===== config.mk =====
export PLATFORM = sky130hd
export DESIGN_NAME = pipelined_adder
export DESIGN_NICKNAME = d
export VERILOG_FILES = /design/src/rtl/pipelined_adder.sv
export SDC_FILE = /design/constraint.sdc
export NUM_CORES = 1
export LEC_CHECK = 0
export ABC_CLOCK_PERIOD_IN_PS = 3070
export CORE_MARGIN = 2
export CORE_UTILIZATION = 49
export DETAILED_ROUTE_END_ITERATION = 8
export MAX_ROUTING_LAYER = met4
export PLACE_DENSITY = 0.75
export SLEW_MARGIN = 20
export SYNTH_ARGS = -nofsm -noshare
export SYNTH_HDL_FRONTEND = slang
export SYNTH_SLANG_ARGS = --single-unit

===== constraint.sdc =====
create_clock -name clk -period 3.07 [get_ports clk]
set_input_delay 0.614 -clock clk [delete_from_list [all_inputs] [get_ports clk]]
set_output_delay 0.614 -clock clk [all_outputs]
set_load 0.01 [all_outputs]

===== src/rtl/pipelined_adder.sv =====
// Pipelined N-bit add/subtract unit. STAGES chunk stages ripple the carry one stage at a time.
// Flow control is valid/ready, and ready is resolved back-to-front within a single cycle.
module pipelined_adder #(
  parameter int N      = 16,
  parameter int STAGES = 4   // N must be a multiple of STAGES
) (
  input  logic         clk,
  input  logic         rst,
  input  logic         in_valid,
  output logic         in_ready,
  input  logic [N-1:0] A,
  input  logic [N-1:0] B,
  input  logic         Cin,
  input  logic         op,
  output logic         out_valid,
  input  logic         out_ready,
  output logic [N-1:0] Sum,
  output logic         Cout,
  output logic         Ovf,
  output logic         Zero
);
  localparam int CHUNK = N / STAGES;

  // src_*[k] is what stage k consumes: the input beat for k=0, otherwise stage k-1's registers.
  // Operands stay right-aligned, so every stage adds bits [CHUNK-1:0].
  // The result shifts in from the top and is aligned once the last chunk lands.
  logic [STAGES-1:0]        src_v, src_c, stg_vld, rdy;
  logic [STAGES-1:0][N-1:0] src_a, src_b, src_r;

  assign src_v[0] = in_valid;
  assign src_a[0] = A;
  assign src_b[0] = op ? ~B : B;
  assign src_c[0] = op ? ~Cin : Cin;
  assign src_r[0] = '0;

  always_comb begin
    rdy = '0;
    rdy[STAGES-1] = !stg_vld[STAGES-1] || out_ready;
    for (int k = STAGES-2; k >= 0; k--) rdy[k] = !stg_vld[k] || rdy[k+1];
  end

  assign in_ready = rdy[0];

  for (genvar k = 0; k < STAGES; k++) begin : g_stg
    logic [CHUNK:0] csum;
    logic [N-1:0]   r_d;

    assign csum = {1'b0, src_a[k][CHUNK-1:0]} + {1'b0, src_b[k][CHUNK-1:0]}
                + {{CHUNK{1'b0}}, src_c[k]};
    assign r_d  = N'({csum[CHUNK-1:0], src_r[k]} >> CHUNK);

    if (k < STAGES-1) begin : g_mid
      logic         vld_q, c_q;
      logic [N-1:0] a_q, b_q, r_q;

      always_ff @(posedge clk or posedge rst) begin
        if (rst) begin
          vld_q <= 1'b0;
          c_q   <= 1'b0;
          a_q   <= '0;
          b_q   <= '0;
          r_q   <= '0;
        end else if (rdy[k]) begin
          vld_q <= src_v[k];
          if (src_v[k]) begin
            c_q <= csum[CHUNK];
            a_q <= src_a[k] >> CHUNK;
            b_q <= src_b[k] >> CHUNK;
            r_q <= r_d;
          end
        end
      end

      assign stg_vld[k]  = vld_q;
      assign src_v[k+1]  = vld_q;
      assign src_c[k+1]  = c_q;
      assign src_a[k+1]  = a_q;
      assign src_b[k+1]  = b_q;
      assign src_r[k+1]  = r_q;
    end else begin : g_last
      logic         vld_q, c_q, ovf_q, zero_q, cmsb;
      logic [N-1:0] r_q;

      // The carry into the MSB is recovered from the MSB sum bit and its two operand bits.
      assign cmsb = src_a[k][CHUNK-1] ^ src_b[k][CHUNK-1] ^ csum[CHUNK-1];

      always_ff @(posedge clk or posedge rst) begin
        if (rst) begin
          vld_q  <= 1'b0;
          c_q    <= 1'b0;
          ovf_q  <= 1'b0;
          zero_q <= 1'b0;
          r_q    <= '0;
        end else if (rdy[k]) begin
          vld_q <= src_v[k];
          if (src_v[k]) begin
            c_q    <= csum[CHUNK];
            ovf_q  <= cmsb ^ csum[CHUNK];
            zero_q <= (r_d == '0);
            r_q    <= r_d;
          end
        end
      end

      assign stg_vld[k] = vld_q;
      assign out_valid  = vld_q;
      assign Sum        = r_q;
      assign Cout       = c_q;
      assign Ovf        = ovf_q;
      assign Zero       = zero_q;
    end
  end
endmodule


==> results.toml <==
[status]
status = "complete, no violations"

[clock_network]
clk_latency_ns = 0.36
postCtsSetupBuffers = 0
cts_tree = "built"
cts.reportedPaths.clkPinSlew_ns = 0.09
clockBufferDepth = 2
numCtsBuffers = 9
cts-root-buf = "clkbuf_8"
ctsHoldBuffers = 0
cts_sinks = 98
ctsHtreeMaxLevel = 3
cts_resized = 0

[critical_path]
cpMostUsedCell = "clkdlybuf4s50_1"
worstSetupPathType = "input pin to output pin"
crit_chain = "clkdlybuf4s50_1 -> nand4b_4 -> or2_2 -> clkdlybuf4s50_1"
cp.required_ns = 2.46
crit_arrival_ns = 2.10
crit_fanout = 4
crit_family = "buffers and inverters"
cp_num_buf_inv = 2
end_kind = "output pin"
cp_slowest_stage_delay_ns = 0.49
slowest_stage = "clkdlybuf4s50_1"
critPathLaunchType = "input pin"

[synth]
synthCells = 316
postSynthAreaPerCell_um2 = 13.83
ys_seq_area_share_pct = 56.13
synth-edff-count = 0
synth_top_family_by_area = "multiplexers"
synth_ff_type = "dfrtp_1"
synth_xor_xnor_area_share_pct = 5.212
synth_cell_types = 30
yosysWarnings = 0
synth_compound_area_share_pct = 5.756
ys_ff_latch = 98
syn-num-nets = 374
synth_mux_area_share_pct = 18.21
async_reset_ff_share_pct = 100.0
yosysTopAreaCell = "dfrtp_1"
yosys.area.top_type_share_pct = 56.13
synth_area_um2 = 4369
synth.area.top_cells = "dfrtp_1 56%, mux2_2 13%, fa_1 3.7%"
synth_adder_area_share_pct = 7.102
synth_simple_gate_area_share_pct = 4.926

[route]
vias = 2450
ant_nets = 0
drc = 0
wirelength_um = 6772
drtPass1Iterations = 4
vias_per_cell = 4.990
wl_per_cell_um = 13.79
drt_first_iter_violations = 59

[global_route]
grt_overflow = 0
grtUsageTotal_pct = 15.84
grt_pass1_wl_um = 12050
grt_pass1_vias = 2531
grt_antenna_before_repair = 0
grt_max_degree = 50

[cells_and_area]
fillCellCount = 705
finalNetCount = 436
final_cell_mix = "98 x dfrtp_1, 58 x clkdlybuf4s50_1, 50 x mux2_2"
layout-drive-gt1-share_pct = 22.19
final_common_cell = "dfrtp_1"
area.growth.synth_to_final_pct = 19.42
diodes = 0

[power]
vdd_drop_max_mv = 0.3520
cellPowerDensity_nw_per_um2 = 811.9
fin_total_pwr_mw = 4.236
p_leak_nw = 2.286

[sta]
finalSetupTns_ns = 0
drv_slew = 0
fmax_mhz = 368.2
relSlewSlack_pct = 60.17
clock_skew_ns = 0.008166
fin_crit_sh_pct = 88.47
worst_slack_ns = 0.3541
worst_pin_slew_ns = 0.5975
fin_crit_ns = 2.716
rsz0062_at_grt = "no"
setup_viol = 0
hold_viol_final = 0

[floorplan]
pin_count = 59
dieArea_um2 = 9688
die_h_um = 98.43
num_rows = 34
core_area_um2 = 8678
die_w_um = 98.43
start_util_pct = 50.35

[place]
gp_congestion = 0.7225
place_ws_ns = 0.2876
port_buffers = 58
dpl.hpwl_um = 5135

[job]
drv_cap = 0

[min_path]
hold_path_class = "flop to flop"
worst reg2reg max path, stage by stage (launching register included):
cell     delay, ns
dfrtp_1       0.41
fa_1          0.48
fa_1          0.47
nor4_1        0.24
nand4_1       0.18
o31ai_1       0.23
through the flow:
stage	utilization, %	cell area (um2)	std cells	hold slack, ns
2_1_floorplan	-	4373	316	0.4460
3_3_place_gp	57.99	5032	475	0.4614
3_5_place_dp	57.99	5032	475	0.4671
4_1_cts	60.12	5218	491	0.4876
5_1_grt	60.12	5218	491	0.5025
6_report	60.12	5218	491	0.4799
cells in the mapped netlist (2+ instances only):
library cell and instances:
dfrtp_1 98, mux2_2 50, nand2_1 28, o21ai_0 24, xnor2_1 17, ha_1 12, mux2_1 10, xor2_1 9
a21o_1 8, a21oi_1 8, fa_1 8, mux2_4 8, inv_1 6, buf_2 5, nand2b_1 4, buf_6 3
nor4_1 3, buf_4 2, nand2_2 2
final cells by class:
cell class                      instances  area [um2]  area share (%)
Clock inverter                          7       61.31           1.175
Inverter                                6       26.28          0.5036
Sequential cell                        98        2452           47.00
Multi-Input combinational cell        200        1800           34.51
Clock buffer                            9       123.9           2.374
Timing Repair Buffer                   63       618.1           11.85
Tap cell                              108       135.1           2.590
metal layers:
layer  vias up  global-route usage [%]  part of all wire, %
met5         -                       -                    0
met4         0                   6.006                  1.7
met3        10                   2.695                  2.9
met2        41                   23.13                   46
met1      1189                   22.54                   49
li1       1210                       -                    -
power by group:
group          total, mW  internal [mW]  switching, mW
registers           2.03           1.74          0.294
clock network      0.766          0.309          0.458
logic               1.44          0.870          0.568
total               4.24           2.92           1.32
sequential cells by signal (all words and copies together), names as in the netlist:
signal and count:
g_stg.g_mid.a_q 24, out_valid 1, Zero 1, g_stg.g_mid.vld_q 3
g_stg.g_mid.r_q 24, Cout 1, g_stg.g_mid.c_q 3, Sum 16
Ovf 1, g_stg.g_mid.b_q 24
cell families (layout without fill, tap and decap cells):
| logic type | after synthesis | after routing |
|---|---|---|
| flip-flops | 98 | 98 |
| XOR/XNOR | 26 | 26 |
| AND/OR/NAND/NOR | 43 | 43 |
| buffers and inverters | 18 | 85 |
| adder cells (fa/ha/maj) | 20 | 20 |
| AO/OA/AOI/OAI | 43 | 43 |
| multiplexers | 68 | 68 |
worst paths after layout:
| check | cells past startpoint | startpoint | end | slack, ns |
|---|---|---|---|---|
| min in group asynchronous | 3 | rst | g_stg[0].g_mid.vld_q | 0.80 |
| max in group asynchronous | 3 | rst | g_stg[1].g_mid.r_q[15] | 1.86 |
| max | 4 | out_ready | in_ready | 0.35 |
| max reg2reg | 5 | g_stg[2].g_mid.c_q | Zero | 0.98 |
| min reg2reg | 2 | g_stg[0].g_mid.b_q[10] | g_stg[0].g_mid.b_q[10] | 0.48 |
| min | 2 | g_stg[0].g_mid.b_q[10] | g_stg[0].g_mid.b_q[10] | 0.48 |
(Power assumes the default switching activity.)
